### src/rtl/parking_pkg.sv
// Shared definitions for the occupancy log RAM and its read-side client.
package parking_pkg;

  localparam int unsigned LOG_ADDR_W = 3;
  localparam int unsigned LOG_DATA_W = 4;

  typedef enum logic [1:0] {
    IDLE,
    READ,
    PRESENT,
    DONE
  } log_rd_state_t;

endpackage

### src/rtl/log_stats.sv
// Running sum and peak tracker over the entries of one log sweep.
// A new peak must be strictly greater, so ties keep the lowest address.
module log_stats
  import parking_pkg::*;
#(
  parameter int unsigned ADDR_W = LOG_ADDR_W,
  parameter int unsigned DATA_W = LOG_DATA_W
) (
  input  logic                     clock,
  input  logic                     reset_n,
  input  logic                     clear,
  input  logic                     en,
  input  logic [ADDR_W-1:0]        addr,
  input  logic [DATA_W-1:0]        din,
  output logic [DATA_W+ADDR_W-1:0] total,
  output logic [DATA_W-1:0]        peak,
  output logic [ADDR_W-1:0]        peak_addr
);

  // Clear on sweep start, accumulate one entry per enabled cycle.
  always_ff @(posedge clock or negedge reset_n) begin
    if (!reset_n) begin
      total     <= '0;
      peak      <= '0;
      peak_addr <= '0;
    end else if (clear) begin
      total     <= '0;
      peak      <= '0;
      peak_addr <= '0;
    end else if (en) begin
      total <= total + (DATA_W+ADDR_W)'(din);
      if (din > peak) begin
        peak      <= din;
        peak_addr <= addr;
      end
    end
  end

endmodule

### src/rtl/parking_log_reader.sv
// Sweeps the occupancy log RAM, streams each (addr, data) entry over a
// valid/ready handshake and keeps total/peak statistics for the last sweep.
module parking_log_reader
  import parking_pkg::*;
#(
  parameter int unsigned ADDR_W = LOG_ADDR_W,
  parameter int unsigned DATA_W = LOG_DATA_W
) (
  input  logic                     clock,
  input  logic                     reset_n,
  input  logic                     start,
  output logic [ADDR_W-1:0]        rdaddress,
  input  logic [DATA_W-1:0]        q,
  output logic                     out_valid,
  input  logic                     out_ready,
  output logic [ADDR_W-1:0]        out_addr,
  output logic [DATA_W-1:0]        out_data,
  output logic                     busy,
  output logic                     done,
  output logic [DATA_W+ADDR_W-1:0] total,
  output logic [DATA_W-1:0]        peak,
  output logic [ADDR_W-1:0]        peak_addr
);

  localparam logic [ADDR_W-1:0] LAST_ADDR = '1;

  log_rd_state_t     state;
  logic [ADDR_W-1:0] ptr;
  logic              stats_clear;
  logic              stats_en;

  // ptr only moves on entry to READ, so it doubles as the registered
  // RAM address and naturally holds its value outside READ.
  assign rdaddress   = ptr;
  assign stats_clear = (state == IDLE) && start;
  assign stats_en    = (state == READ);

  // Sweep sequencer with registered handshake and status outputs.
  always_ff @(posedge clock or negedge reset_n) begin
    if (!reset_n) begin
      state     <= IDLE;
      ptr       <= '0;
      out_valid <= 1'b0;
      out_addr  <= '0;
      out_data  <= '0;
      busy      <= 1'b0;
      done      <= 1'b0;
    end else begin
      case (state)
        IDLE: begin
          if (start) begin
            state <= READ;
            ptr   <= '0;
            busy  <= 1'b1;
          end
        end
        READ: begin
          out_data  <= q;
          out_addr  <= ptr;
          out_valid <= 1'b1;
          state     <= PRESENT;
        end
        PRESENT: begin
          if (out_ready) begin
            out_valid <= 1'b0;
            if (ptr == LAST_ADDR) begin
              state <= DONE;
              busy  <= 1'b0;
              done  <= 1'b1;
            end else begin
              ptr   <= ptr + 1'b1;
              state <= READ;
            end
          end
        end
        DONE: begin
          done  <= 1'b0;
          state <= IDLE;
        end
        default: state <= IDLE;
      endcase
    end
  end

  log_stats #(
    .ADDR_W(ADDR_W),
    .DATA_W(DATA_W)
  ) u_stats (
    .clock     (clock),
    .reset_n   (reset_n),
    .clear     (stats_clear),
    .en        (stats_en),
    .addr      (ptr),
    .din       (q),
    .total     (total),
    .peak      (peak),
    .peak_addr (peak_addr)
  );

endmodule

### config.mk
export PLATFORM = sky130hd
export DESIGN_NAME = parking_log_reader
export DESIGN_NICKNAME = d
export VERILOG_FILES = /design/src/rtl/parking_pkg.sv /design/src/rtl/log_stats.sv /design/src/rtl/parking_log_reader.sv
export SDC_FILE = /design/constraint.sdc
export NUM_CORES = 1
export LEC_CHECK = 0
export CAP_MARGIN = 15
export CORE_MARGIN = 1.5
export CORE_UTILIZATION = 49
export DETAILED_ROUTE_END_ITERATION = 8
export PLACE_DENSITY = 0.79
export SYNTH_ARGS = -nofsm -noshare
export SYNTH_HDL_FRONTEND = slang
export SYNTH_SLANG_ARGS = --single-unit
### constraint.sdc
create_clock -name clock -period 1.9 [get_ports clock]
set_clock_uncertainty 0.1 [all_clocks]
set_input_delay 0.38 -clock clock [delete_from_list [all_inputs] [get_ports clock]]
set_output_delay 0.38 -clock clock [all_outputs]
set_load 0.005 [all_outputs]
# Yosys cells after proc, flatten, opt, wreduce, memory -nomap -nowiden
# Cells that the tools add are included.
dict set report classes {
  add_sub_neg 2
  magnitude_cmp 1
  n_eq_ne 8
  n_mux 25
  n_reduce_logical 13
}
# operator n
set ops {}
lappend ops {{3-bit 2-to-1 mux} 6}
lappend ops {{7-bit 2-to-1 mux} 2}
lappend ops {{4-bit 2-to-1 mux} 3}
lappend ops {{2-bit nonzero test} 5}
lappend ops {{2-bit != test, second input constant} 4}
lappend ops {{2-bit case mux with 4 select lines} 1}
lappend ops {{4-bit AND reduction} 2}
lappend ops {{7-bit by 4-bit adder with 7-bit output} 1}
lappend ops {{1-bit 2-to-1 mux} 6}
lappend ops {{2-bit 2-to-1 mux} 3}
lappend ops {{1-bit case mux with 2 select lines} 3}
lappend ops {{3-bit case mux with 2 select lines} 1}
lappend ops {{2-bit AND reduction} 3}
lappend ops {{2-bit == test, second input constant} 2}
lappend ops {{4-bit greater-than comparator} 1}
lappend ops {{3-bit by 1-bit adder with 3-bit output, second input constant} 1}
lappend ops {{3-bit == test, second input constant} 1}
lappend ops {{3-bit AND reduction} 1}
lappend ops {{2-bit by 1-bit == test with 1-bit output, second input constant} 1}
lappend ops {{2-bit logical NOT} 1}
lappend ops {{1-bit logical AND} 1}
dict set report totals {
  reg_bits 29
  in_bits 8
  output_inout_bits 27
  word_cells 59
}

# Logic depth before layout (Yosys ltp)
dict set report logic_depth {
  depth_word 4
  depth_mapped 7
  depth_no_buf 7
}

# Modules after synthesis
# A second synthesis with hierarchy kept.
dict set report unflattened {
  cells_unflattened 145
  hier_area_um2 1591.5
}
# module instances cells_per_inst area_per_inst_um2
set by_module_without_submodules {}
lappend by_module_without_submodules {log_stats 1 89 899.6}
lappend by_module_without_submodules {parking_log_reader 1 56 691.9}

# Worst setup path after synthesis
# Ideal clock, no wire load.
dict set report synth_timing {
  path_type {register to register}
  start {reg u_stats.peak[2]}
  end {reg u_stats.peak[2]}
  setup_time_ps 125
  arrival_ps 1539
  path_slack_ps 136
  path_stages_with_launch 7
  cell_sequence {dfrtp_1 -> inv_1 -> ha_1 -> o21ai_0 -> a21oi_1 -> o21ai_2 -> mux2_2}
}
dict set report synth_via {
  elab_chain_cells 3
}
# element line_no
set synth_rtl {}
lappend synth_rtl {{from (decl)} log_stats.sv:16} ;# output logic [DATA_W-1:0] peak,
lappend synth_rtl {{from (signal assigned)} log_stats.sv:33} ;# peak <= din;
lappend synth_rtl {{4-bit greater-than comparator} log_stats.sv:32} ;# if (din > peak) begin
lappend synth_rtl {{2-bit nonzero test (no line)} --}
lappend synth_rtl {{2-bit AND reduction (no line)} --}
# No other way between the ends.
# A chain may end at the register's enable or synchronous reset.

# Final worst setup path
dict set report layout_timing {
  start {reg u_stats.total[1]}
  end {reg u_stats.total[5]}
}
dict set report layout_via {
  elab_chain_cells 3
}
# element line_no
set layout_rtl {}
lappend layout_rtl {{from (decl)} log_stats.sv:15} ;# output logic [DATA_W+ADDR_W-1:0] total,
lappend layout_rtl {{from (signal assigned)} log_stats.sv:31} ;# total <= total + (DATA_W+ADDR_W)'(din);
lappend layout_rtl {{7-bit by 4-bit adder with 7-bit output} log_stats.sv:31}
lappend layout_rtl {{7-bit 2-to-1 mux} log_stats.sv:30} ;# end else if (en) begin
lappend layout_rtl {{7-bit 2-to-1 mux} log_stats.sv:26} ;# end else if (clear) begin
# No other way between the ends. The select of a mux whose other input is x is not followed.

==> flow_summary.json <==
{
  "status": "finished clean",
  "diodes": 0,
  "rr_worst_depth": 5,
  "cts_root_buffer": "clkbuf_4",
  "grt_pass1_wl_um": 5820,
  "period_share_pct": 99.8,
  "ys_ff_latch": 29,
  "drv_slew": 0,
  "ir_drop_uv": 1230,
  "antenna_found_initial": 0,
  "grt-ovfl-total": 0,
  "die_h_um": 57.6,
  "reg2reg_to": "u_stats.total[5]",
  "dp_hpwl_um": 2480,
  "fmax_ghz": 0.527,
  "dieArea_um2": 3320,
  "synthCells": 147,
  "holdCritPathClass": "in2async",
  "grt_util_all_layers_pct": 23.6,
  "arrival_ns": 2.05,
  "layout.nets": 216,
  "fin_crit_ns": 1.90,
  "drive_gt1_share_pct": 16.2,
  "fillers": 215,
  "timing.rr.start": "u_stats.total[1]",
  "setup_viol": 0,
  "die_x_um": 57.6,
  "area_growth_pct": 39.8,
  "worstMarginPinSlew_ns": 0.381,
  "drc_errors": 0,
  "grt_max_degree": 30,
  "syn-mean-instance-area_um2": 9.94,
  "syn_nets": 166,
  "synthArstFlopShare_pct": 100,
  "drtAntennaViolNets": 0,
  "drv_cap": 0,
  "cts_tree": "yes",
  "cts_buffers": 5,
  "final_common_cell": "clkdlybuf4s50_1",
  "viasPerCell": 5.48,
  "ys_seq_area_share_pct": 49.7,
  "yosysUniqueCellTypes": 29,
  "start_kind": "flip-flop",
  "fin_setup_tns_ns": 0,
  "first_iter_violations": 59,
  "core_um2": 2780,
  "synth_area_um2": 1460,
  "mostFrequentLayoutCells": "clkdlybuf4s50_1 (31), dfrtp_1 (29), nand2_1 (27), inv_1 (14), buf_4 (12)",
  "yosysTopAreaCellShare_pct": 49.7,
  "crit_required_ns": 2.05,
  "yosys_warnings": 0,
  "path_max_fanout": 3,
  "gp_congestion": 0.845,
  "core.rowCount": 19,
  "drt-total-wl_um": 3570,
  "dr.pass1.iters": 4,
  "clkTransAtPathRegs_ns": 0.10,
  "port_buffers": 34,
  "end_kind": "flip-flop",
  "yosysTopAreaCell": "dfrtp_1",
  "io_pins": 35,
  "power_density_nw_per_um2": 1420,
  "insertion_delay_ns": 0.34,
  "grt_pass1_vias": 1379,
  "synth_edf_count": 0,
  "critPathKind": "reg2reg",
  "p_leak_nw": 0.998,
  "htreeDepth": 2,
  "cts_buffer_depth": 2,
  "initial_core_util_pct": 52.5,
  "cts_num_sinks": 29,
  "synth_ff_type": "dfrtp_1",
  "yosys-top-cells-area": "dfrtp_1 (50%), ha_1 (8.6%), nand2_1 (6.9%), mux2i_1 (5.5%), inv_1 (3.6%)",
  "slew_headroom_pct": 74.5,
  "final-hold-violation-count": 0,
  "routed-via-count": 1256,
  "routedWlPerCell_um": 15.6,
  "total_power_mw": 2.89,
  "r2r_slack_ns": 0.004
}
-- critical path: stages, from the launching register on --
cell and delay (ns):
dfrtp_1 0.42, ha_1 0.32, a211oi_2 0.37, nor3b_2 0.10, o211ai_1 0.24, mux2i_1 0.26
-- repair_timing --
item                                    4_1_cts  5_1_grt
gates resized for setup                       5        8
hold buffers                                  0        0
buffers inserted                              0        1
pin swaps                                     0        5
endpoints found under the setup margin        3       10
-- Yosys cell counts, drive strengths merged, types with 2 or more instances --
| library cell | number |
|---|---|
| a21oi | 6 |
| a22o | 2 |
| clkbuf | 3 |
| dfrtp | 29 |
| ha | 10 |
| inv | 14 |
| mux2 | 2 |
| mux2i | 8 |
| nand2 | 27 |
| nand2b | 4 |
| nand3 | 3 |
| nor2 | 9 |
| nor2b | 2 |
| nor3b | 2 |
| o2111ai | 2 |
| o211ai | 3 |
| o21ai | 11 |
-- cell type report --
| cell class | count | area, µm² | area share [%] |
|---|---|---|---|
| Clock buffer | 7 | 55.1 | 2.69 |
| Clock inverter | 1 | 30.0 | 1.47 |
| Inverter | 14 | 52.6 | 2.57 |
| Multi-Input combinational cell | 100 | 696 | 34.0 |
| Sequential cell | 29 | 726 | 35.5 |
| Tap cell | 31 | 38.8 | 1.90 |
| Timing Repair Buffer | 47 | 445 | 21.8 |
-- how the worst max path moves through the flow --
stage | startpoint | to | slack [ns] | depth (start not counted)
finish | u_stats.total[1] | u_stats.total[5] | 0.004 | 5
global route | u_stats.total[1] | u_stats.total[5] | -0.02 | 5
CTS | q[1] | u_stats.total[4] | 0.02 | 7
detailed placement | q[0] | u_stats.total[4] | -0.47 | 8
global placement | q[0] | u_stats.total[4] | -0.38 | 8
floorplan | u_stats.peak[2] | u_stats.peak[2] | 0.14 | 6
-- flip-flops by register name, summed over array words and instances (netlist names) --
| register | flops |
|---|---|
| u_stats.total | 7 |
| out_data | 4 |
| u_stats.peak | 4 |
| out_addr | 3 |
| rdaddress | 3 |
| u_stats.peak_addr | 3 |
| state | 2 |
| busy | 1 |
| done | 1 |
| out_valid | 1 |
-- where the power goes --
part	leakage [nW]	switching, mW	internal, mW
sequential	0.377	0.197	0.830
clock	0.0455	0.224	0.314
combinational	0.575	0.599	0.730
total	0.998	1.02	1.87
-- metal layers --
metal	global-route usage, %	vias up	share of wire, %
li1	-	603	-
met1	27.3	614	42
met2	39.9	30	51
met3	5.13	9	3.8
met4	14.0	0	2.7
met5	0	-	0
-- per-stage QoR --
step	cells	util (%)	worst slack, ns	hold WS [ns]	cell area (µm²)
2_1_floorplan	147	-	0.136	-0.0156	1460
3_5_place_dp	220	68.7	-0.473	0.369	1910
4_1_cts	228	72.4	0.0205	0.328	2010
3_3_place_gp	220	68.7	-0.380	0.363	1910
5_1_grt	229	73.5	-0.0164	0.352	2040
6_report	229	73.5	0.00417	0.319	2040
-- cell families after synthesis --
logic type                 share of synthesized area, %
AOI/OAI and AO/OA                                  13.3
adders and majority gates                          9.93
buffers and inverters                              4.88
DFF                                                49.7
muxes                                              7.02
and+or+nand+nor                                    15.2
No activity file was read; power rests on OpenSTA's default activity.
